--- src/rtl/cordic_byte_frame_adapter_if.sv ---
// Byte-pin, CORDIC request and result signals of the byte frame adapter.
// The slave modport is the adapter; the master modport is its environment.
interface cordic_byte_frame_adapter_if #(
  parameter int DATA_W = 16,
  parameter int N_IN   = 2,
  parameter int RES_W  = 48
);
  logic [7:0]             in_data;
  logic                   in_valid;
  logic                   in_ready;
  logic [7:0]             out_data;
  logic                   out_valid;
  logic                   out_ready;
  logic [N_IN*DATA_W-1:0] req_data;
  logic                   req_mode;
  logic                   req_valid;
  logic                   req_ready;
  logic [RES_W-1:0]       rsp_data;
  logic                   rsp_valid;
  logic                   rsp_ready;
  logic                   busy;
  logic                   err;

  modport slave (
    input  in_data, in_valid, out_ready, req_ready, rsp_data, rsp_valid,
    output in_ready, out_data, out_valid, req_data, req_mode, req_valid,
           rsp_ready, busy, err
  );

  modport master (
    output in_data, in_valid, out_ready, req_ready, rsp_data, rsp_valid,
    input  in_ready, out_data, out_valid, req_data, req_mode, req_valid,
           rsp_ready, busy, err
  );
endinterface

--- src/rtl/cordic_byte_frame_adapter.sv ---
// Half-duplex byte-serial framing adapter in front of a parallel CORDIC core.
//
// state | meaning
// HDR   | waiting for the command byte (bit 0 = rotation mode)
// LOAD  | collecting operand bytes, operand 0 first, LSB byte first
// ISSUE | parallel request presented to the core
// WAIT  | waiting for the core result
// SEND  | serialising the result, LSB byte first
module cordic_byte_frame_adapter #(
  parameter int DATA_W  = 16,
  parameter int N_IN    = 2,
  parameter int RES_W   = 48,
  parameter int TIMEOUT = 255
) (
  input logic                    clk,
  input logic                    rst_n,
  cordic_byte_frame_adapter_if.slave bus
);
  localparam int NB_IN  = N_IN * DATA_W / 8;
  localparam int NB_OUT = RES_W / 8;
  localparam int NB_MAX = (NB_IN > NB_OUT) ? NB_IN : NB_OUT;
  localparam int BW     = (NB_MAX > 1) ? $clog2(NB_MAX) : 1;
  localparam int IW     = (TIMEOUT > 0) ? $clog2(TIMEOUT + 1) : 1;

  localparam logic [BW-1:0] IN_LAST   = BW'(NB_IN - 1);
  localparam logic [BW-1:0] OUT_LAST  = BW'(NB_OUT - 1);
  localparam logic [IW-1:0] IDLE_LAST = IW'((TIMEOUT > 0) ? TIMEOUT - 1 : 0);

  typedef enum logic [2:0] {HDR, LOAD, ISSUE, WAIT, SEND} state_t;

  state_t                 state;
  logic [BW-1:0]          bcnt;
  logic [IW-1:0]          idle;
  logic [N_IN*DATA_W-1:0] opr;
  logic [RES_W-1:0]       res;
  logic [RES_W-1:0]       res_sh;
  logic                   mode;
  logic                   in_ready_r;
  logic                   out_valid_r;
  logic [7:0]             out_data_r;
  logic                   req_valid_r;
  logic                   rsp_ready_r;
  logic                   busy_r;
  logic                   err_r;
  logic                   in_acc;

  assign in_acc = bus.in_valid && in_ready_r;
  assign res_sh = res >> 8;

  always_ff @(posedge clk or negedge rst_n) begin
    if (!rst_n) begin
      state       <= HDR;
      bcnt        <= '0;
      idle        <= '0;
      opr         <= '0;
      res         <= '0;
      mode        <= 1'b0;
      in_ready_r  <= 1'b1;
      out_valid_r <= 1'b0;
      out_data_r  <= 8'h00;
      req_valid_r <= 1'b0;
      rsp_ready_r <= 1'b0;
      busy_r      <= 1'b0;
      err_r       <= 1'b0;
    end else begin
      err_r <= 1'b0;
      case (state)
        HDR: begin
          if (in_acc) begin
            mode   <= bus.in_data[0];
            bcnt   <= '0;
            idle   <= '0;
            busy_r <= 1'b1;
            state  <= LOAD;
          end
        end
        LOAD: begin
          if (in_acc) begin
            for (int i = 0; i < NB_IN; i++) begin
              if (int'(bcnt) == i) opr[i*8 +: 8] <= bus.in_data;
            end
            idle <= '0;
            if (bcnt == IN_LAST) begin
              bcnt        <= '0;
              in_ready_r  <= 1'b0;
              req_valid_r <= 1'b1;
              state       <= ISSUE;
            end else begin
              bcnt <= bcnt + 1'b1;
            end
          end else if (TIMEOUT > 0) begin
            // A byte on the final idle cycle wins over the timeout.
            if (idle == IDLE_LAST) begin
              err_r  <= 1'b1;
              bcnt   <= '0;
              idle   <= '0;
              busy_r <= 1'b0;
              state  <= HDR;
            end else begin
              idle <= idle + 1'b1;
            end
          end
        end
        ISSUE: begin
          if (bus.req_ready) begin
            req_valid_r <= 1'b0;
            rsp_ready_r <= 1'b1;
            state       <= WAIT;
          end
        end
        WAIT: begin
          if (bus.rsp_valid) begin
            res         <= bus.rsp_data;
            out_data_r  <= bus.rsp_data[7:0];
            out_valid_r <= 1'b1;
            rsp_ready_r <= 1'b0;
            bcnt        <= '0;
            state       <= SEND;
          end
        end
        SEND: begin
          if (bus.out_ready) begin
            if (bcnt == OUT_LAST) begin
              bcnt        <= '0;
              out_valid_r <= 1'b0;
              in_ready_r  <= 1'b1;
              busy_r      <= 1'b0;
              state       <= HDR;
            end else begin
              // Next byte is loaded on the transfer edge so there is no bubble.
              bcnt       <= bcnt + 1'b1;
              res        <= res_sh;
              out_data_r <= res_sh[7:0];
            end
          end
        end
        default: state <= HDR;
      endcase
    end
  end

  assign bus.in_ready  = in_ready_r;
  assign bus.out_valid = out_valid_r;
  assign bus.out_data  = out_data_r;
  assign bus.req_valid = req_valid_r;
  assign bus.req_data  = opr;
  assign bus.req_mode  = mode;
  assign bus.rsp_ready = rsp_ready_r;
  assign bus.busy      = busy_r;
  assign bus.err       = err_r;
endmodule
--- src/flat_wrapper.sv ---
// flat-port wrapper written by rule: the top's interface ports become plain ports
module cordic_byte_frame_adapter_flat 
#(
  parameter int DATA_W  = 16,
  parameter int N_IN    = 2,
  parameter int RES_W   = 48,
  parameter int TIMEOUT = 255
)
  (clk, rst_n, bus_in_data, bus_in_valid, bus_out_ready, bus_req_ready, bus_rsp_data, bus_rsp_valid, bus_in_ready, bus_out_data, bus_out_valid, bus_req_data, bus_req_mode, bus_req_valid, bus_rsp_ready, bus_busy, bus_err);
  cordic_byte_frame_adapter_if #(.DATA_W(DATA_W), .N_IN(N_IN), .RES_W(RES_W)) bus_i ();
  input logic clk;
  input logic rst_n;
  input wire logic [$bits(bus_i.in_data)-1:0] bus_in_data;
  input wire logic [$bits(bus_i.in_valid)-1:0] bus_in_valid;
  input wire logic [$bits(bus_i.out_ready)-1:0] bus_out_ready;
  input wire logic [$bits(bus_i.req_ready)-1:0] bus_req_ready;
  input wire logic [$bits(bus_i.rsp_data)-1:0] bus_rsp_data;
  input wire logic [$bits(bus_i.rsp_valid)-1:0] bus_rsp_valid;
  output wire logic [$bits(bus_i.in_ready)-1:0] bus_in_ready;
  output wire logic [$bits(bus_i.out_data)-1:0] bus_out_data;
  output wire logic [$bits(bus_i.out_valid)-1:0] bus_out_valid;
  output wire logic [$bits(bus_i.req_data)-1:0] bus_req_data;
  output wire logic [$bits(bus_i.req_mode)-1:0] bus_req_mode;
  output wire logic [$bits(bus_i.req_valid)-1:0] bus_req_valid;
  output wire logic [$bits(bus_i.rsp_ready)-1:0] bus_rsp_ready;
  output wire logic [$bits(bus_i.busy)-1:0] bus_busy;
  output wire logic [$bits(bus_i.err)-1:0] bus_err;
  assign bus_i.in_data = bus_in_data;
  assign bus_i.in_valid = bus_in_valid;
  assign bus_i.out_ready = bus_out_ready;
  assign bus_i.req_ready = bus_req_ready;
  assign bus_i.rsp_data = bus_rsp_data;
  assign bus_i.rsp_valid = bus_rsp_valid;
  assign bus_in_ready = bus_i.in_ready;
  assign bus_out_data = bus_i.out_data;
  assign bus_out_valid = bus_i.out_valid;
  assign bus_req_data = bus_i.req_data;
  assign bus_req_mode = bus_i.req_mode;
  assign bus_req_valid = bus_i.req_valid;
  assign bus_rsp_ready = bus_i.rsp_ready;
  assign bus_busy = bus_i.busy;
  assign bus_err = bus_i.err;
  cordic_byte_frame_adapter #(.DATA_W(DATA_W), .N_IN(N_IN), .RES_W(RES_W), .TIMEOUT(TIMEOUT)) u_core (.clk(clk), .rst_n(rst_n), .bus(bus_i));
endmodule
--- config.mk ---
export PLATFORM = sky130hd
export DESIGN_NAME = cordic_byte_frame_adapter_flat
export DESIGN_NICKNAME = d
export VERILOG_FILES = /design/src/rtl/cordic_byte_frame_adapter_if.sv /design/src/rtl/cordic_byte_frame_adapter.sv /design/src/flat_wrapper.sv
export SDC_FILE = /design/constraint.sdc
export NUM_CORES = 1
export LEC_CHECK = 0
export CAP_MARGIN = 10
export CORE_ASPECT_RATIO = 1.1
export CORE_UTILIZATION = 40
export DETAILED_ROUTE_END_ITERATION = 8
export PLACE_DENSITY = 0.69
export SLEW_MARGIN = 10
export SYNTH_ARGS = -nofsm -noshare
export SYNTH_HDL_FRONTEND = slang
export SYNTH_SLANG_ARGS = --single-unit
export TNS_END_PERCENT = 30
--- constraint.sdc ---
create_clock -name clk -period 4.3 [get_ports clk]
set_input_delay 1.29 -clock clk [delete_from_list [all_inputs] [get_ports clk]]
set_output_delay 1.29 -clock clk [all_outputs]
set_load 0.01 [all_outputs]
== After elaboration in Yosys (flattened, before gate mapping) ==
Index checks and enable logic that the tools add are counted.

* Equal/unequal tests: 22
* Multipliers: 0
* Muxes and demuxes: 51
* Divide/modulo/power cells: 0
* Shift-type cells: 0
* Reduce and logical (&&, ||, !) cells: 24
* Order comparisons: 0
* Add/sub/neg operators: 2
* Bitwise logic cells: 0

{| class="wikitable"
|+ Operators by type and width
! kind !! number
|-
| $mux W48 || 3
|-
| $pmux W48 S2 || 1
|-
| $mux W8 || 6
|-
| $mux W3 || 14
|-
| $pmux W8 S2 || 2
|-
| $mux W1 || 18
|-
| $pmux W3 S5 || 1
|-
| $reduce_and A3 Y1 || 5
|-
| $eq A3 B2 Y1 const B || 4
|-
| $eq A3 B3 Y1 const B || 4
|-
| $pmux W3 S4 || 1
|-
| $reduce_and A4 Y1 || 3
|-
| $ne A2 B1 Y1 const B || 5
|-
| $ne A2 B2 Y1 const B || 5
|-
| $reduce_and A5 Y1 || 2
|-
| $reduce_bool A2 Y1 || 5
|-
| $add A8 B1 Y8 const B || 1
|-
| $eq A8 B8 Y1 const B || 1
|-
| $pmux W1 S2 || 4
|-
| $reduce_and A7 Y1 || 1
|-
| $logic_not A3 Y1 || 2
|-
| $reduce_and A6 Y1 || 1
|-
| $reduce_and A2 Y1 || 2
|-
| $reduce_bool A4 Y1 || 1
|-
| 7 further kinds || 7
|}

* Bits in read-only memories: 0
* Latch bits: 0
* Bits in writable memories: 0
* Memories kept: 0
* Register bits: 109

== Logic depth before layout (Yosys ltp) ==
Gate-level depths: netlist of the first run.

* Word-level depth: 4
* Mapped depth: 8
* Gate-level depth less buffers: 6

== Worst setup path before layout of the first run ==
OpenSTA, ideal clock, no wires.

* Path type: input to register
* Start: input port bus_in_valid
* End: register u_core.bcnt[0]
* Library setup time: 125 ps
* Cell stages on the path: 4
* Setup slack: 1,826 ps
* Required time: 4,175 ps
* Data arrival time: 2,350 ps
* Cells stage by stage: a211oi_1 > o21ai_0 > o21ai_0 > mux2_2

* Longest elaborated chain between the ends: 3
* Elaborated cells between the ends (all ways): 6
* Classes of those cells: eq/ne: 2; mux: 2; reduce/logical: 2

{| class="wikitable"
|+ RTL lines
! item !! RTL line !! RTL
|-
| start, declared || flat_wrapper.sv:14 || <nowiki>input wire logic [$bits(bus_i.in_valid)-1:0] bus_in_valid;</nowiki>
|-
| $logic_and A1 B1 Y1 * || cordic_byte_frame_adapter.sv:47 || <nowiki>assign in_acc = bus.in_valid && in_ready_r;</nowiki>
|-
| $ne A3 B1 Y1 (no source line), or another cell as far along || -- ||
|-
| $reduce_and A5 Y1 (no source line) or $pmux W3 S4 (tied branches) || -- ||
|-
| end signal, assigned || cordic_byte_frame_adapter.sv:89 || <nowiki>bcnt <= bcnt + 1'b1;</nowiki>
|-
| end signal, assigned || cordic_byte_frame_adapter.sv:131 || <nowiki>bcnt <= bcnt + 1'b1;</nowiki>
|-
| end, declared || cordic_byte_frame_adapter.sv:32 || <nowiki>logic [BW-1:0] bcnt;</nowiki>
|}

Mark *: on every way between the ends. The rest lies on a longest branch, timed or not.
A chain may end at the register's enable or synchronous reset.

== Final worst setup path of the first run ==
* Start: input port bus_in_valid
* End: register u_core.opr[22] (netlist: u_core.bus.req_data[22])

* Longest elaborated chain between the ends: 2

{| class="wikitable"
|+ RTL lines
! item !! RTL line !! RTL
|-
| $logic_and A1 B1 Y1 || cordic_byte_frame_adapter.sv:47 ||
|-
| $reduce_and A3 Y1 (no source line) || -- ||
|-
| end, declared || cordic_byte_frame_adapter.sv:34 || <nowiki>logic [N_IN*DATA_W-1:0] opr;</nowiki>
|}

Every way passes these cells.

==> metrics.txt, run 1 <==
worst skew pair latency=0.35 ns; H-tree levels=3; Cell Count, Final, Fillers Out=around 700; Pwr Total=between 2000 and 3000 uW; Buffers on Ports=roughly 110; num rows=between 40 and 50; minimum clock period=between 2 and 3 ns; Synth-to-Final Area Change=29.2%; CTS Buf Count=9; sequential area share after synthesis=0.518; CTS Hold Buffers Added=0; area leader, netlist=dfrtp_1; Mapped Cells=459; Sink Count=about 100; Longest Clk Path Bufs=2; Final Max Slew Viols=0; layout cells sized above 1=0.186; Via Count=3,559; Placer Congestion=between 0.7 and 0.8; pre-CTS WS=about 1.1 ns; die extent in y=between 100 and 150 microns; PwrDens=between 400 and 500 nW/um^2; syn nets=529; Antenna Nets Post-Route=0; Worst setup EP type=flip-flop; Synth Register Bits=around 100; Post-CTS Resized=0; type of origin of the critical path=input port; global router's overall resource usage=0.178; WP buf/inv=1; synth warn=0; RSZ-0062 raised after global routing=false; Crit-path slowest cell=clkdlybuf4s50_1; HPWL after DPL=7220 microns; Highest Clock Rate=approximately 0.35 GHz; post-route setup slack=roughly 1.4 ns; Fin. Hold Viols=0; hold slack final=0.501 ns; Max Fanout on Critical Path=8; IO Pins=between 100 and 150; register-to-register setup slack=approximately 1.9 ns; total grt overflow=0; top cell type's share of synthesized area=0.512; final WL=between 10,000 and 15,000 microns; DRC viols=0; syn_area_per_cell=10.6 sq um; CTS tree=built; vias in the first global route=3,689; 1st-pass router iterations=4; Leak=around 0.0029 uW; Total Nets Final=~630; Core ar.=approximately 12,000 sq um; die width=roughly 110 microns; CP Cell Sequence=clkdlybuf4s50_1, nand3b_1, nor3_2, nand2_1, mux2_2; crit-path leading delay family=simple AND/OR/NAND/NOR gates; largest net degree at the start of global routing=between 80 and 90; max_cap viols=0; initial core utilization=0.418; Setup CP Type=input port to flip-flop; Cell Area, Synth=4880 sq um; global-route wire length before repair=~18,000 microns; Critical Path AT=around 3.1 ns; HP Class=flip-flop to flip-flop; ANT cells=0; ranking of synthesized cells by area=dfrtp_1 51%, mux2_2 15%, nand2_1 10%; CP peak stage delay=between 0.5 and 0.6 ns; DRT iter0 DRCs=roughly 140; Max-slew headroom=0.256; post-DR wirelength/cell=15.0 microns; status=complete, no violations; Req. time, crit path=4.53 ns; Peak supply drop=around 0.18 mV; Setup TNS=0 ns; final setup vio count=0; # Post-CTS Setup Buffers=0; Synth cell types=42; Setup Skew=~0.0065 ns; placed cells=694; CTS root buf=clkbuf_16; CTS clk-pin slew, worst paths=~0.07 ns; Final Cycle Share=0.668; initial antenna violation count=0; Least-Margin Pin Slew=1.12 ns; die area=between 10,000 and 15,000 sq um; Vias/cell=between 5 and 6
==> final timing paths <==
path                                      start                 endpoint  depth (start not counted)
max                                bus_in_valid  u_core.bus.req_data[22]                          5
min                        u_core.bus.req_valid     u_core.bus.req_valid                          2
max reg2reg                     u_core.state[0]           u_core.res[24]                          5
min reg2reg                u_core.bus.req_valid     u_core.bus.req_valid                          2
max in group asynchronous                 rst_n   u_core.bus.req_data[3]                          2
min in group asynchronous                 rst_n           u_core.res[38]                          1
==> power by group <==
part           internal [uW]  total [uW]  leakage (uW)  switching (uW)
sequential              1210        1400       0.00129             188
combinational            373         607       0.00148             234
clock                    398         762      0.000131             365
==> sequential cells by signal, summed over array words and instances, names as in the netlist <==
register,flops
u_core.bcnt,3
u_core.bus.busy,1
u_core.bus.err,1
u_core.bus.in_ready,1
u_core.bus.out_valid,1
u_core.bus.req_data,32
u_core.bus.req_mode,1
u_core.bus.req_valid,1
u_core.bus.rsp_ready,1
u_core.idle,8
u_core.res,48
u_core.state,3
==> cell families after synthesis <==
| logic type | synth area share |
|---|---|
| XOR/XNOR | 0.00897 |
| multiplexers | 0.201 |
| adder cells (fa/ha/maj) | 0.0205 |
| AND/OR/NAND/NOR | 0.156 |
| flip-flops | 0.518 |
| AO/OA/AOI/OAI | 0.0495 |
| buffers and inverters | 0.0464 |
==> layer usage <==
metal | wire length [microns] | track usage | up-vias
met1 | 4790 | 0.228 | 1738
met5 | 0 | 0 | -
li1 | - | - | 1726
met2 | 5170 | 0.294 | 85
met3 | 547 | 0.0388 | 10
met4 | 169 | 0.0642 | 0
==> worst register-to-register path: stages, from the launching register on <==
cell     delay, ns
dfrtp_1       0.79
or3b_2        0.26
o22ai_2       0.10
a21oi_4       0.12
buf_4         0.57
mux2_2        0.46
==> per-stage QoR <==
step,cell area [sq um],util
final,6310,0.539
after global routing,6310,0.539
after CTS,6310,0.539
after detailed placement,6030,0.516
after global placement,6030,0.516
after floorplan,4880,-
==> layout make-up <==
type                       instances  area [sq um]
sequential                       101          2530
fill                            1049          5390
clock buffer                      10           229
clock inverter                     6          48.8
multi-input combinational        313          2140
tap                              150           188
inverter                          17          63.8
timing repair buffer             113          1120
==> layout by cell type, fill, tap and decap left out, types with 3 or more instances in the layout <==
cell / n
nor4_1: 4
o22ai_1: 3
clkdlybuf4s50_1: 107
nor3b_1: 3
inv_1: 17
a21oi_1: 7
xnor2_1: 4
mux2_4: 12
nand2_1: 132
buf_4: 6
o21ai_0: 16
mux2_2: 64
nand3_1: 6
nor3_1: 3
ha_1: 8
nor2_1: 12
nand4_1: 4
clkbuf_16: 9
dfrtp_1: 100
nand3b_1: 3
mux2i_1: 8
==> cells in the mapped netlist (all sizes together) <==
| cell | n |
|---|---|
| a211oi | 1 |
| a21oi | 8 |
| a31oi | 2 |
| buf | 15 |
| clkbuf | 13 |
| dfrtp | 100 |
| dfstp | 1 |
| ha | 8 |
| inv | 17 |
| mux2 | 76 |
| mux2i | 8 |
| nand2 | 132 |
| nand2b | 1 |
| nand3 | 6 |
| nand3b | 3 |
| nand4 | 4 |
| nor2 | 12 |
| nor2b | 1 |
| nor3 | 4 |
| nor3b | 4 |
| nor4 | 4 |
| o211a | 1 |
| o211ai | 1 |
| o21a | 2 |
| o21ai | 16 |
| o221ai | 1 |
| o22ai | 4 |
| o2bb2ai | 2 |
| o31ai | 1 |
| or2 | 3 |
| or3 | 2 |
| or3b | 1 |
| xnor2 | 4 |
| xor2 | 1 |
Note: power is estimated with default switching activity, not from simulation.
==> run 2: changes to the inputs <==
==> constraint.sdc (replaced) <==
create_clock -name clk -period 2.91 [get_ports clk]
set_input_delay 0.873 -clock clk [delete_from_list [all_inputs] [get_ports clk]]
set_output_delay 0.873 -clock clk [all_outputs]
set_load 0.01 [all_outputs]
==> metrics.txt, run 2 (synthesis gave the netlist of run 1 again) <==
die extent in y=118 microns; CTS Hold Buffers Added=0; FILL cells=roughly 1,000; Setup Skew=0.00748 ns; post-DR wirelength/cell=14.7 microns; cells on worst reg2reg path=5; die area=approximately 13,000 sq um; # Post-CTS Setup Buffers=0; Comb power frac=0.231; DR WL met3=between 500 and 600 microns; Sink Count=just over 100; Fin. Hold Viols=0; CTS clk-pin slew, worst paths=roughly 0.07 ns; Reg power frac=0.491; Antenna Nets Post-Route=0; CTS root buf=clkbuf_16; Setup CP Type=flip-flop to output pin; max_cap viols=0; Largest Register=u_core.res; Max Fanout on Critical Path=7; minimum clock period=roughly 2.4 ns; initial antenna violation count=0; cell internal pwr=between 2000 and 3000 uW; Least-Margin Pin Slew=0.540 ns; num rows=between 40 and 50; Peak supply drop=around 0.32 mV; H-tree levels=3; Final Cycle Share=0.812; register area=approximately 2500 sq um; commonest non-fill, non-tap cell in the layout=nand2_1; Placer Congestion=around 0.8; vias in the first global route=3,753; PwrDens=646 nW/um^2; Highest Clock Rate=0.423 GHz; max FFs per register=48; Synth-to-Final Area Change=30.4%; CP Cell Sequence=clkdlybuf4s50_1; Setup TNS=0 ns; WL met2=a little over 5000 microns; Total Nets Final=627; IO Pins=between 100 and 150; DRC viols=0; crit-path leading delay family=flip-flops; Post-CTS Resized=0; hold_sp=u_core.bus.req_valid; DRT iter0 DRCs=about 220; pre-CTS WS=0.246 ns; type of origin of the critical path=flip-flop; status=complete, no violations; Max Used Layer=met4; WHS Path Cells=2; Multi-input gate area=around 2100 sq um; Util after Layout=0.545; Crit-path slowest cell=dfstp_2; final setup vio count=0; Clk pwr share=0.278; ANT cells=0; CP peak stage delay=around 0.60 ns; Final Max Slew Viols=0; worst skew pair latency=between 0.3 and 0.4 ns; global-route wire length before repair=about 18,000 microns; Switching Fraction=0.280; Psw=roughly 1200 uW; Longest Clk Path Bufs=2; die width=around 110 microns; Worst setup EP type=output pin; post-route setup slack=0.548 ns; R2R Path End=u_core.res[31]; layout cells sized above 1=0.189; final WL=approximately 10,000 microns; Hold EP=u_core.bus.req_valid; Core ar.=between 10,000 and 15,000 sq um; HP Class=flip-flop to flip-flop; CTS tree=built; HPWL after DPL=~7100 microns; most frequent cells in the layout=132 x nand2_1, 107 x clkdlybuf4s50_1, 100 x dfrtp_1; met1 wire length=roughly 4700 microns; register-to-register setup slack=0.61 ns; Req. time, crit path=slightly above 2 ns; CTS Buf Count=9; Vias/cell=about 5.0; RSZ-0062 raised after global routing=false; WP buf/inv=1; Max-slew headroom=0.640; largest net degree at the start of global routing=102; Via Count=approximately 3,500; Buffers on Ports=108; worst r2r src=u_core.state[2]; Leak=between 0.002 and 0.003 uW; Critical Path AT=1.49 ns; global router's overall resource usage=0.176; 1st-pass router iterations=4; initial core utilization=0.418; total grt overflow=0
-- run 2: changes by cell type in the layout (fill, tap and decap cells not counted), sizes merged --
| cell | previous run | this run |
|---|---|---|
| inv | 18 | 20 |
| buf | 6 | 8 |
| clkbuf | 10 | 11 |
| clkinv | 3 | 1 |
| clkinvlp | 2 | 1 |
-- run 2: worst max path at each step --
stage                              startpoint                      end  slack (ns)  cells past startpoint
after floorplan                  bus_in_valid           u_core.bcnt[0]        0.85                      4
after global placement           bus_in_valid  u_core.bus.req_data[30]        0.28                      5
after detailed placement         bus_in_valid  u_core.bus.req_data[27]        0.25                      5
after CTS                 u_core.bus.in_ready             bus_in_ready        0.53                      1
after global routing             bus_in_valid  u_core.bus.req_data[26]        0.48                      5
final                     u_core.bus.in_ready             bus_in_ready        0.55                      1
-- run 2: final cells by class --
class	instances	share of cell area
tap	150	0.0295
timing repair buffer	115	0.183
multi-input combinational	313	0.335
clock buffer	11	0.0381
inverter	17	0.0100
sequential	101	0.397
clock inverter	5	0.00668
-- run 2: power groups by stage --
stage	combinational [uW]	clock [uW]	sequential (uW)
2_1_floorplan	686	0	1990
3_3_place_gp	931	0	2030
3_5_place_dp	957	0	2050
4_1_cts	965	1180	2020
5_1_grt	1070	1240	2080
6_report	950	1150	2020
-- run 2: worst reg2reg max path: stages (launching register included) --
cell     delay (ns)
dfrtp_1        0.60
or3b_2         0.66
o22ai_2        0.31
a21oi_4        0.06
buf_12         0.22
mux2_4         0.33
-- run 2: stage by stage --
step / instance area (sq um) / cells / power (uW) / hold WS (ns)
final: 6370 / 712 / 4120 / 0.499
after global placement: 6080 / 696 / 2960 / 0.488
after detailed placement: 6080 / 696 / 3000 / 0.491
after floorplan: 4880 / 459 / 2680 / 0.481
after global routing: 6370 / 712 / 4380 / 0.518
after CTS: 6370 / 712 / 4170 / 0.509
-- run 2: metal layers --
layer	global-route usage	up-vias
met5	0	-
met4	0.0514	0
met3	0.0410	7
met2	0.301	72
met1	0.219	1734
li1	-	1730
